File: src/rtl/alu_cmd_issuer.sv
// alu_cmd_issuer
//   Sequential front-end for the combinational alu block. Commands are queued
//   in a small FIFO and presented one at a time on registered ALU inputs. One
//   cycle later the 2N-bit ALU result is captured and returned on a
//   valid/ready response port.
//
// Ports
//   clk, reset           rising-edge clock, synchronous active-high reset
//   cmd_valid/cmd_ready  command handshake; cmd_op1, cmd_op2, cmd_operation
//   alu_operand1/2       registered operands to alu
//   alu_operation        registered operation code to alu
//   alu_result           2N-bit result from alu
//   rsp_valid/rsp_ready  response handshake; rsp_data, rsp_operation
//   count                FIFO occupancy
//
// FSM states
//   state   | meaning
//   S_IDLE  | no command in flight; waits for a queued command
//   S_DRIVE | alu inputs loaded; ALU settles, result captured at the edge
//   S_RESP  | response held until rsp_ready
module alu_cmd_issuer #(
  parameter int N     = 4,
  parameter int DEPTH = 4
) (
  input  logic                       clk,
  input  logic                       reset,
  input  logic                       cmd_valid,
  output logic                       cmd_ready,
  input  logic [N-1:0]               cmd_op1,
  input  logic [N-1:0]               cmd_op2,
  input  logic [3:0]                 cmd_operation,
  output logic [N-1:0]               alu_operand1,
  output logic [N-1:0]               alu_operand2,
  output logic [3:0]                 alu_operation,
  input  logic [2*N-1:0]             alu_result,
  output logic                       rsp_valid,
  input  logic                       rsp_ready,
  output logic [2*N-1:0]             rsp_data,
  output logic [3:0]                 rsp_operation,
  output logic [$clog2(DEPTH+1)-1:0] count
);

  localparam int PW = $clog2(DEPTH);
  localparam int CW = $clog2(DEPTH+1);
  localparam int WW = 2*N + 4;
  localparam logic [CW-1:0] FULL = CW'(DEPTH);

  typedef enum logic [1:0] {S_IDLE, S_DRIVE, S_RESP} state_t;

  state_t          state_q, state_d;
  logic [WW-1:0]   mem_q [DEPTH];
  logic [PW-1:0]   wr_ptr_q, wr_ptr_d;
  logic [PW-1:0]   rd_ptr_q, rd_ptr_d;
  logic [CW-1:0]   count_q, count_d;
  logic [N-1:0]    op1_q, op1_d;
  logic [N-1:0]    op2_q, op2_d;
  logic [3:0]      oper_q, oper_d;
  logic            rsp_valid_q, rsp_valid_d;
  logic [2*N-1:0]  rsp_data_q, rsp_data_d;
  logic [3:0]      rsp_oper_q, rsp_oper_d;

  logic            push;
  logic            pop;
  logic            load;
  logic [WW-1:0]   cmd_word;
  logic [WW-1:0]   load_word;

  // Ready comes from the registered count only, so a pop in the same cycle
  // never opens a slot in a full FIFO.
  assign cmd_ready = (count_q != FULL) & ~reset;
  assign push      = cmd_valid & cmd_ready;
  assign cmd_word  = {cmd_operation, cmd_op1, cmd_op2};

  always_comb begin
    state_d     = state_q;
    rsp_valid_d = rsp_valid_q;
    rsp_data_d  = rsp_data_q;
    rsp_oper_d  = rsp_oper_q;
    pop         = 1'b0;
    load        = 1'b0;
    load_word   = mem_q[rd_ptr_q];

    case (state_q)
      S_IDLE: begin
        if (count_q != '0) begin
          load    = 1'b1;
          state_d = S_DRIVE;
        end
      end
      S_DRIVE: begin
        rsp_valid_d = 1'b1;
        rsp_data_d  = alu_result;
        rsp_oper_d  = oper_q;
        pop         = 1'b1;
        state_d     = S_RESP;
      end
      S_RESP: begin
        if (rsp_ready) begin
          rsp_valid_d = 1'b0;
          if (count_q != '0) begin
            load    = 1'b1;
            state_d = S_DRIVE;
          end else if (push) begin
            // Empty FIFO: the command being written this cycle is the head,
            // so take it straight from the inputs. It is popped in S_DRIVE.
            load      = 1'b1;
            load_word = cmd_word;
            state_d   = S_DRIVE;
          end else begin
            state_d = S_IDLE;
          end
        end
      end
      default: state_d = S_IDLE;
    endcase
  end

  always_comb begin
    op1_d    = op1_q;
    op2_d    = op2_q;
    oper_d   = oper_q;
    wr_ptr_d = wr_ptr_q;
    rd_ptr_d = rd_ptr_q;
    count_d  = count_q;

    if (load) begin
      oper_d = load_word[WW-1 -: 4];
      op1_d  = load_word[2*N-1 -: N];
      op2_d  = load_word[N-1:0];
    end
    if (push) wr_ptr_d = wr_ptr_q + PW'(1);
    if (pop)  rd_ptr_d = rd_ptr_q + PW'(1);

    case ({push, pop})
      2'b10:   count_d = count_q + CW'(1);
      2'b01:   count_d = count_q - CW'(1);
      default: count_d = count_q;
    endcase
  end

  always_ff @(posedge clk) begin
    if (reset) begin
      state_q     <= S_IDLE;
      wr_ptr_q    <= '0;
      rd_ptr_q    <= '0;
      count_q     <= '0;
      op1_q       <= '0;
      op2_q       <= '0;
      oper_q      <= '0;
      rsp_valid_q <= 1'b0;
      rsp_data_q  <= '0;
      rsp_oper_q  <= '0;
    end else begin
      state_q     <= state_d;
      wr_ptr_q    <= wr_ptr_d;
      rd_ptr_q    <= rd_ptr_d;
      count_q     <= count_d;
      op1_q       <= op1_d;
      op2_q       <= op2_d;
      oper_q      <= oper_d;
      rsp_valid_q <= rsp_valid_d;
      rsp_data_q  <= rsp_data_d;
      rsp_oper_q  <= rsp_oper_d;
    end
  end

  // Storage needs no reset: entries are only read once count says they exist.
  always_ff @(posedge clk) begin
    if (push) mem_q[wr_ptr_q] <= cmd_word;
  end

  assign alu_operand1  = op1_q;
  assign alu_operand2  = op2_q;
  assign alu_operation = oper_q;
  assign rsp_valid     = rsp_valid_q;
  assign rsp_data      = rsp_data_q;
  assign rsp_operation = rsp_oper_q;
  assign count         = count_q;

endmodule

File: config.mk
export PLATFORM = sky130hd
export DESIGN_NAME = alu_cmd_issuer
export DESIGN_NICKNAME = d
export VERILOG_FILES = /design/src/rtl/alu_cmd_issuer.sv
export SDC_FILE = /design/constraint.sdc
export NUM_CORES = 1
export LEC_CHECK = 0
export CAP_MARGIN = 20
export CELL_PAD_IN_SITES_DETAIL_PLACEMENT = 0
export CELL_PAD_IN_SITES_GLOBAL_PLACEMENT = 1
export CORE_MARGIN = 10
export CORE_UTILIZATION = 40
export DETAILED_ROUTE_END_ITERATION = 6
export DONT_BUFFER_PORTS = 1
export GPL_TIMING_DRIVEN = 1
export HOLD_SLACK_MARGIN = 0.02
export PLACE_DENSITY = 0.71
export SLEW_MARGIN = 20
export SYNTH_ARGS = -nofsm -noshare
export SYNTH_HDL_FRONTEND = slang
export SYNTH_SLANG_ARGS = --single-unit
File: constraint.sdc
create_clock -name clk -period 2.4 [get_ports clk]
set_input_delay 0.12 -clock clk [delete_from_list [all_inputs] [get_ports clk]]
set_output_delay 0.12 -clock clk [all_outputs]
set_load 0.03 [all_outputs]
==> results of run 1 <==
[worst register-to-register path: cells and delay by family, from the launching register on]
family | cells | cell delay, ns
buf+inv | 1 | 0.07
xor+xnor | 1 | 0.14
compound gates | 2 | 0.39
simple gates | 2 | 0.47
fa+ha+maj | 2 | 0.61
flops | 1 | 0.33
[worst min-delay path by stage]
stage | slack [ns] | from | cells after the start | end
CTS | 0.03 | cmd_op2[2] | 2 | alu_operand2[2]$_SDFFE_PP0P_
detailed placement | 0.19 | reset | 1 | count[0]$_SDFFE_PP0P_
global placement | 0.19 | reset | 1 | count[0]$_SDFFE_PP0P_
floorplan | 0.22 | cmd_op2[0] | 0 | mem_q[0][0]$_DFFE_PP_
global route | 0.05 | cmd_op1[3] | 2 | alu_operand1[3]$_SDFFE_PP0P_
finish | 0.05 | cmd_op1[3] | 2 | alu_operand1[3]$_SDFFE_PP0P_
[cells in the mapped netlist (4+ instances only)]
cell,n
inv_1,5
dfxtp_1,36
a21oi_1,15
a211oi_2,10
nor2_1,20
mux4_2,12
clkbuf_1,4
nand2_1,26
ha_1,5
mux2i_1,13
edfxtp_1,48
and2_1,4
[final cells by class]
type | count | area share
flip-flops and latches | 84 | 0.5534
multi-input cells | 127 | 0.2751
well taps | 105 | 0.03359
clock buffers | 15 | 0.05374
clock inverters | 1 | 0.002239
inverters | 6 | 0.005758
repair buffers | 31 | 0.07614
[routing by layer]
metal  routed length, um  track usage
met1                2847       0.1299
met3                 301      0.03543
met4                  66      0.03856
met2                3552       0.1934
met5                   0            0
[sequential cells by signal, summed over array words and instances (netlist names), 2 cells and up, named ones only]
register / cells
wr_ptr_q: 2
rsp_operation: 4
state_q: 2
mem_q: 48
alu_operation: 4
alu_operand1: 4
rd_ptr_q: 2
count: 3
rsp_data: 8
alu_operand2: 4
[per-stage QoR]
stage                     std cells  area (sq um)
final                           369          3911
after floorplan                 228          3346
after detailed placement        331          3462
after global placement          331          3462
after global routing            369          3911
after CTS                       369          3911
[power by group]
| part | leakage (uW) | switching [uW] | internal, uW |
|---|---|---|---|
| Combinational | 0.000443 | 601 | 500 |
| Clock | 0.000114 | 485 | 569 |
| Sequential | 0.000731 | 339 | 1720 |
[repair_timing]
action / CTS / global route
hold buffers: 22 / 0
hold endpoints to repair: 84 / 0
resized for setup: 0 / 0
[logic make-up (layout without fill, tap and decap cells)]
family	Yosys count	after routing	share of synthesized area
AO/OA/AOI/OAI	32	32	0.07646
multiplexers	25	25	0.1199
XOR/XNOR	5	5	0.01312
adder cells (fa/ha/maj)	6	6	0.02474
flip-flops	84	84	0.6477
AND/OR/NAND/NOR	59	59	0.08321
buffers and inverters	17	53	0.03485
[placed cells by master, fill, tap and decap left out, types with 2 or more instances in the layout]
cell type	netlist	routed
dfxtp_1	36	34
a21oi_1	15	15
a211oi_2	10	11
dlygate4sd3_1	0	21
xnor2_1	3	3
clkbuf_16	0	2
ha_1	5	5
buf_4	1	9
a211oi_1	3	2
o21ai_0	2	2
nor2_1	20	20
mux4_2	12	12
nand3b_1	3	3
and2_1	4	4
edfxtp_1	48	48
inv_1	5	5
clkbuf_8	1	11
mux2i_1	13	13
nand2_1	26	26
xor2_1	2	2
dfxtp_2	0	2
==> reports/results.ini, run 1 <==
[outcome]
status = complete, no violations

[synthesis]
synth_seq_cells = 84
syn-num-nets = 258
netlist_instances = 228
synth_top_cell_by_area = edfxtp_1
synth_top_area_share = 0.4318
synth.top_cells.by_area = edfxtp_1 43%, dfxtp_1 22%, mux4_2 8.1%
synth_cell_types = 32
yosys_warnings = 0
syn_area_per_cell_sq_um = 14.64
synth-seq-area-share = 0.6477
synth_edf_count = 48
syn_area_sq_um = 3338
ys.flop_type = edfxtp_1
synthArstFlopShare = 0

[clocking]
htreeDepth = 3
cts_sinks = 84
cts-root-buf = clkbuf_8
numCtsBuffers = 9
cts_buffer_depth = 2
cts_setup_buffers = 0
clock_latency_ns = 0.35
clk_pin_slew_ns = 0.08
cts_tree = built

[floorplanning]
start_util = 0.4083
rows = 33
dieArea_sq_um = 12400
coreArea_sq_um = 8175
die_x_um = 111.4
die_y_um = 111.4
boundaryPins = 53

[critical_path]
crit_cells = 8
path_buf_inv = 1
crit_end = count[2]$_SDFFE_PP0P_
crit_type = reg2reg
cp_top_family = adder cells
slowest_stage = or3_2
end_kind = flop
crit_chain = nor2_1 > a211oi_2 > inv_1 > ha_1 > fa_1 > xnor2_1 > or3_2 > a21oi_1
cp.required_ns = 2.68
crit_arrival_ns = 2.36
path_max_fanout = 2
reg2reg_setup_slack_ns = 0.32
crit-reg2reg-launch = count[0]$_SDFFE_PP0P_
reg2reg_to = count[2]$_SDFFE_PP0P_
slowest_delay_ns = 0.41
start_kind = flop
startpoint = count[0]$_SDFFE_PP0P_
reg2reg_depth = 8

[grt]
grt_antenna_before_repair = 0
grt_max_degree = 36
grt_pass1_wl_um = 11100
grt_overflow = 0
grt_pass1_vias = 2017
grt_usage = 0.1127

[power]
vdd_drop_max_uv = 389.7
power.leakage_uw = 0.001287
total_power_uw = 4213
power.density_nw_per_um2 = 1077

[timing]
clock.fmax_ghz = 0.4814
grt_setup_unrepaired = no
holdWs_ns = 0.05126
finalHoldViolCount = 0
layout_min_cycle_time_ns = 2.077
finalSetupViolations = 0
fin_worst_skew_ns = 0.01110
post-route-period-util = 0.8655
setup_slack_ns = 0.3228
tns_ns = 0
final-max-slew-violation-count = 0
worst_slew_pin_slew_ns = 0.6539
relSlewSlack = 0.5641

[cells_and_area]
syn2layout_area_growth_pct = 17.17
n_fill_cell = 722
diodes = 0
drive_above_1_share = 0.2083
final_util = 0.4784
final_net_count = 289
sequential_cell_area_sq_um = 2165
multi_input_area_sq_um = 1076

[routing]
avgRoutedWirePerCell_um = 18.34
first_pass_iters = 4
vias = 1879
drtIter0Drc = 107
viasPerCell = 5.092
ant_nets = 0
wl_um = 6767
drc = 0

[job]
drv_cap = 0

[placed_design]
dp_slack_ns = 0.3646
port_buffers = 0
hpwlAfterDp_um = 4286
gp_congestion = 0.6814

[hold_path]
hp-class = in2reg

Note: power is estimated with default switching activity, not from simulation.
==> run 2, diff against run 1 <==
Settings changed: ABC_AREA set to 1, CORE_UTILIZATION 40 to 44, PLACE_DENSITY 0.71 to 0.8, SETUP_SLACK_MARGIN set to 0.3.
==> reports/results.ini, run 2 <==
[outcome]
status = complete, no violations

[critical_path]
crit_end = count[1]$_SDFFE_PP0P_
path_max_fanout = 9  ; +7
crit_arrival_ns = 2.19  ; -0.17 ns
startpoint = count[0]$_SDFFE_PP0P_
cp.required_ns = 2.64  ; -0.04 ns
reg2reg_setup_slack_ns = 0.45  ; +0.13 ns
end_kind = flop
crit_type = reg2reg
start_kind = flop
reg2reg_to = count[1]$_SDFFE_PP0P_
crit-reg2reg-launch = count[0]$_SDFFE_PP0P_
reg2reg_depth = 9  ; +1

[grt]
grt_usage = 0.1273  ; +0.01466
grt_pass1_vias = 2424  ; +20%
grt_max_degree = 49  ; +36%
grt_pass1_wl_um = 12680  ; +14%
grt_antenna_before_repair = 0  ; unchanged
grt_overflow = 0  ; unchanged

[clocking]
htreeDepth = 3  ; unchanged
numCtsBuffers = 9  ; unchanged
cts_buffer_depth = 2  ; unchanged
clock_latency_ns = 0.35  ; about the same
clk_pin_slew_ns = 0.09  ; about the same
cts-root-buf = clkbuf_8
cts_tree = built
cts_sinks = 84  ; unchanged

[synthesis]
yosysMostFrequentCell = inv_1
synth_top_cell_by_area = edfxtp_1
synth_cell_types = 31  ; -3.1%
synth_edf_count = 48  ; unchanged
synth_seq_cells = 84  ; unchanged
synth-seq-area-share = 0.5870  ; -0.06072
synth.top_cells.by_area = edfxtp_1 39%, dfxtp_1 20%, inv_1 6.0%
synth_common_cells = 59 x inv_1, 54 x nand2_1, 48 x edfxtp_1, 36 x dfxtp_1, 25 x nor2_1
syn_area_sq_um = 3684  ; +10%
syn_area_per_cell_sq_um = 10.12  ; -31%
ys.flop_type = edfxtp_1
netlist_instances = 364  ; +60%
synth_top_area_share = 0.3913  ; -0.04048
syn-num-nets = 394  ; +53%
yosys_warnings = 0  ; unchanged
synthArstFlopShare = 0  ; unchanged

[power]
power_switching_uw = 1694  ; +19%
power.leakage_uw = 0.001682  ; +31%
p_comb_frac = 0.234  ; -0.027
intPower_uw = 2683  ; -3.8%
swShare = 0.3871  ; +0.04881
vdd_drop_max_uv = 646.0  ; +66%
power.density_nw_per_um2 = 1030  ; -4.4%
pwr-share-seq = 0.521  ; +0.033
clkPwrFrac = 0.245  ; -0.005

[timing]
layout_min_cycle_time_ns = 1.945  ; -0.1318 ns
fin_worst_skew_ns = 0.01183  ; +0.0007312 ns
finalSetupViolations = 0  ; unchanged
worst_slew_pin_slew_ns = 0.7205  ; +0.06665 ns
post-route-period-util = 0.8106  ; -0.05490
clock.fmax_ghz = 0.5140  ; +6.8%
finalHoldViolCount = 0  ; unchanged
final-max-slew-violation-count = 0  ; unchanged
tns_ns = 0  ; unchanged
relSlewSlack = 0.5181  ; -0.04602
grt_setup_unrepaired = no

[placed_design]
port_buffers = 0  ; unchanged
hpwlAfterDp_um = 5192  ; +21%
placed_cell_area_sq_um = 3791  ; +9.5%
gp_congestion = 0.7263  ; +6.6%

[routing]
vias = 2473  ; +32%
viasPerCell = 4.926  ; -3.3%
drc = 0  ; unchanged
first_pass_iters = 4  ; unchanged
ant_nets = 0  ; unchanged
avgRoutedWirePerCell_um = 15.64  ; -15%
wl_um = 7852  ; +16%
drtIter0Drc = 143  ; +34%

[cells_and_area]
largest_register = mem_q
diodes = 0  ; unchanged
final_net_count = 422  ; +46%
drive_above_1_share = 0.1713  ; -0.03705
layout_common_cells = 59 x inv_1, 54 x nand2_1, 48 x edfxtp_1
final_common_cell = inv_1
largest_reg_flops = 48  ; unchanged
n_fill_cell = 765  ; +6.0%
final_area_sq_um = 4248  ; +8.6%
syn2layout_area_growth_pct = 15.32

[hold_path]
hp-class = in2reg
holdPathStages = 4  ; +2

[floorplanning]
dieArea_sq_um = 12430  ; +0.25%
die_x_um = 111.5  ; +0.13%
rows = 33  ; unchanged
coreArea_sq_um = 8175  ; unchanged
start_util = 0.4506  ; +0.04224
boundaryPins = 53  ; unchanged
die_y_um = 111.5  ; +0.13%

[job]
drv_cap = 0  ; unchanged

run 2: cell count changes after synthesis, moves of 8 or more:
cell	change
inv_1	+54
nand2_1	+28
o211ai_1	+24
nand3_1	+14
mux2i_1	-13
mux4_2	-12
nand2_2	+12
a211oi_2	-10
nand3_2	+10
o21ai_0	+9
a21oi_1	+8
run 2: cell families (layout without fill, tap and decap cells):
kind of cell | Yosys count | count (layout) | share of synthesized area
simple gates | 123 | 123 | 0.1763
flops | 84 | 84 | 0.5870
buf+inv | 80 | 113 | 0.09443
compound gates | 69 | 69 | 0.1151
fa+ha+maj | 6 | 6 | 0.02242
xor+xnor | 2 | 2 | 0.004756
run 2: how the worst min path moves through the flow:
| stage | start | end | slack [ns] |
|---|---|---|---|
| floorplan | cmd_op2[0] | mem_q[0][0]$_DFFE_PP_ | 0.22 |
| global placement | reset | rsp_valid$_SDFFE_PP0P_ | 0.19 |
| detailed placement | reset | count[0]$_SDFFE_PP0P_ | 0.19 |
| CTS | cmd_operation[2] | alu_operation[2]$_SDFFE_PP0P_ | 0.02 |
| global route | cmd_operation[2] | alu_operation[2]$_SDFFE_PP0P_ | 0.04 |
| finish | cmd_op2[0] | alu_operand2[0]$_SDFFE_PP0P_ | 0.03 |
run 2: layer usage:
| metal | track usage | share of wire |
|---|---|---|
| met5 | 0 | 0 |
| met4 | 0.05827 | 0.012 |
| met3 | 0.03757 | 0.061 |
| met2 | 0.2173 | 0.51 |
| met1 | 0.1435 | 0.41 |
run 2: through the flow:
stage               utilization  cells  hold slack [ns]  setup WS (ns)  total power [uW]
finish                   0.5196    502          0.03489         0.4545              4377
global route             0.5196    502          0.03679         0.3056              4637
CTS                      0.5190    502          0.02267         0.3129              4425
detailed placement       0.4637    463           0.1896         0.2608              3301
global placement         0.4637    463           0.1938         0.3161              3282
floorplan                     -    364           0.2189         0.3806              3126
run 2: cell type report:
| cell class | count | area [sq um] | area share |
|---|---|---|---|
| flip-flops and latches | 84 | 2170 | 0.5108 |
| multi-input cells | 200 | 1179 | 0.2775 |
| repair buffers | 34 | 312.8 | 0.07364 |
| inverters | 63 | 239.0 | 0.05626 |
| clock buffers | 10 | 148.9 | 0.03505 |
| well taps | 105 | 131.4 | 0.03093 |
| clock inverters | 6 | 67.56 | 0.01591 |
run 2: what timing repair did:
action                     in CTS  in global routing
resized for setup               2                  4
hold buffers                   23                  0
gates cloned                    0                  0
setup endpoints to repair       1                  2
setup buffers                   0                  0
hold endpoints to repair       74                  0
run 2: power groups by stage:
stage	clock, uW	sequential [uW]	combinational (uW)
2_1_floorplan	0	2260	868
3_3_place_gp	0	2320	966
3_5_place_dp	0	2320	983
4_1_cts	1100	2290	1030
5_1_grt	1150	2310	1170
6_report	1070	2280	1020
run 2: critical path: stages, from the launching register on:
cell and delay, ns:
dfxtp_4 0.41, nor2_4 0.19, nand2_1 0.07, nand2_1 0.10
nor2_4 0.04, inv_2 0.12, ha_2 0.23, fa_2 0.43
o21ai_0 0.17, a21oi_1 0.05
==> run 3, diff against run 2 <==
Clock period 2.4 ns to 1.7 ns, I/O delays scaled along.
==> reports/results.ini, run 3 (synthesis gave the netlist of run 2 again) <==
[outcome]
status = finished, violations left
violations = setup timing

[clocking]
cts_buffer_depth = 2  ; unchanged
cts-root-buf = clkbuf_8
clk_pin_slew_ns = 0.09  ; about the same
clock_latency_ns = 0.35  ; about the same
numCtsBuffers = 9  ; unchanged
cts_sinks = 84  ; unchanged
cts_tree = built
htreeDepth = 3  ; unchanged

[timing]
setup_slack_ns = -0.008908  ; -0.4634 ns
holdWs_ns = 0.02084  ; -0.01405 ns
final-max-slew-violation-count = 0  ; unchanged
post-route-period-util = 1.005  ; +0.1946
finalSetupViolations = 8  ; +8
grt_setup_unrepaired = yes
finalHoldViolCount = 0  ; unchanged
fin_worst_skew_ns = 0.01098  ; -0.0008480 ns
layout_min_cycle_time_ns = 1.709  ; -0.2366 ns
clock.fmax_ghz = 0.5852  ; +14%
relSlewSlack = 0.4919  ; -0.02615
worst_slew_pin_slew_ns = 0.7596  ; +0.03910 ns

[routing]
vias = 2697  ; +9.1%
ant_nets = 0  ; unchanged
avgRoutedWirePerCell_um = 16.91  ; +8.1%
drc = 0  ; unchanged
first_pass_iters = 4  ; unchanged
drtIter0Drc = 179  ; +25%
wl_um = 8897  ; +13%
viasPerCell = 5.127  ; +4.1%

[power]
vdd_drop_max_uv = 770.9  ; +19%
power.leakage_uw = 0.001862  ; +11%
power.density_nw_per_um2 = 1434  ; +39%

[hold_path]
hp-class = in2reg
hold_end = rsp_valid$_SDFFE_PP0P_
holdPathStages = 3  ; -1
worstHoldStart = rsp_ready

[cells_and_area]
sequential_cell_area_sq_um = 2171  ; about the same
multi_input_area_sq_um = 1294  ; +9.8%
layout_common_cells = 59 x inv_1, 50 x nand2_1, 48 x edfxtp_1
final_net_count = 446  ; +5.7%
diodes = 0  ; unchanged
final_area_sq_um = 4712  ; +11%
drive_above_1_share = 0.2660  ; +0.09475
largest_reg_flops = 48  ; unchanged
syn2layout_area_growth_pct = 27.92
final_common_cell = inv_1
largest_register = mem_q
n_fill_cell = 670  ; -12%

[placed_design]
port_buffers = 0  ; unchanged
gp_congestion = 0.7348  ; +1.2%
placed_cell_area_sq_um = 3887  ; +2.5%
hpwlAfterDp_um = 5280  ; +1.7%

[grt]
grt_usage = 0.1416  ; +0.01427
grt_max_degree = 49  ; unchanged
grt_pass1_wl_um = 14120  ; +11%
grt_antenna_before_repair = 0  ; unchanged
grt_pass1_vias = 2733  ; +13%
grt_overflow = 0  ; unchanged

[critical_path]
reg2reg_depth = 12  ; +3
slowest_delay_ns = 0.37  ; -0.06 ns
end_kind = flop
start_kind = flop
crit_type = reg2reg
reg2reg_setup_slack_ns = -0.009  ; -0.46 ns
crit_chain = nor2_4 > buf_4 > buf_6 > buf_6 > buf_6 > a21oi_4 > buf_12 > nand3_4 > nand2_2 > nand3_2 > nand2_1 > inv_1
crit_arrival_ns = 1.97  ; -0.22 ns
slowest_stage = dfxtp_4
reg2reg_to = alu_operand1[2]$_SDFFE_PP0P_
path_max_fanout = 6  ; -3
cpMostUsedCell = buf_6
cp.required_ns = 1.96  ; -0.68 ns
crit-reg2reg-launch = count[1]$_SDFFE_PP0P_

[floorplanning]
die_x_um = 111.5  ; unchanged
die_y_um = 111.5  ; unchanged
rows = 33  ; unchanged
coreArea_sq_um = 8175  ; unchanged
dieArea_sq_um = 12430  ; unchanged
start_util = 0.4506  ; unchanged
boundaryPins = 53  ; unchanged

[job]
drv_cap = 0  ; unchanged

## run 3: critical path, delay by kind of cell, from the launching register on
family	cells	cell delay, ns
buffers and inverters	6	0.63
AOI/OAI and AO/OA	1	0.18
and+or+nand+nor	5	0.43
DFF	1	0.37
## run 3: area by class of cell
| class | instances | share of cell area |
|---|---|---|
| inverter | 63 | 0.05231 |
| tap | 105 | 0.02788 |
| clock buffer | 14 | 0.04806 |
| timing repair buffer | 57 | 0.1333 |
| multi-input combinational | 201 | 0.2746 |
| clock inverter | 2 | 0.003186 |
| sequential | 84 | 0.4607 |
## run 3: per-layer routing
| metal | global-route usage | share of wire |
|---|---|---|
| met1 | 0.1715 | 0.42 |
| met2 | 0.2302 | 0.50 |
| met3 | 0.03489 | 0.058 |
| met4 | 0.06941 | 0.022 |
| met5 | 0 | 0 |
## run 3: how the worst max path moves through the flow
| stage | from | endpoint | slack [ns] | cells past startpoint |
|---|---|---|---|---|
| 6_report | count[1]$_SDFFE_PP0P_ | alu_operand1[2]$_SDFFE_PP0P_ | -0.009 | 12 |
| 5_1_grt | count[1]$_SDFFE_PP0P_ | count[2]$_SDFFE_PP0P_ | -0.12 | 11 |
| 4_1_cts | count[1]$_SDFFE_PP0P_ | count[2]$_SDFFE_PP0P_ | 0.05 | 11 |
| 3_5_place_dp | count[1]$_SDFFE_PP0P_ | count[2]$_SDFFE_PP0P_ | 0.01 | 11 |
| 3_3_place_gp | count[1]$_SDFFE_PP0P_ | count[2]$_SDFFE_PP0P_ | 0.05 | 11 |
| 2_1_floorplan | count[1]$_SDFFE_PP0P_ | count[2]$_SDFFE_PP0P_ | -0.09 | 11 |
## run 3: through the flow
step | setup TNS (ns) | utilization | setup WS (ns) | total power [uW] | std cells
after floorplan | -3.036 | - | -0.09218 | 4443 | 364
after global placement | 0 | 0.4755 | 0.04600 | 4758 | 469
after detailed placement | 0 | 0.4755 | 0.01458 | 4795 | 469
after CTS | 0 | 0.5618 | 0.05359 | 6607 | 521
after global routing | -1.263 | 0.5764 | -0.1183 | 7149 | 526
final | -0.04439 | 0.5764 | -0.008908 | 6758 | 526
## run 3: report_power, final
| group | switching, uW | total, uW | internal, uW |
|---|---|---|---|
| clock network | 725 | 1610 | 886 |
| logic | 1150 | 1980 | 828 |
| registers | 686 | 3160 | 2480 |
| total | 2570 | 6760 | 4190 |
## run 3: timing repair
| item | 4_1_cts | 5_1_grt |
|---|---|---|
| endpoints found under the setup margin | 63 | 77 |
| pin swaps | 7 | 11 |
| cloned | 5 | 0 |
| resized for setup | 31 | 19 |
| hold buffers | 22 | 0 |
| endpoints found under the hold margin | 74 | 0 |
| setup buffers | 9 | 5 |
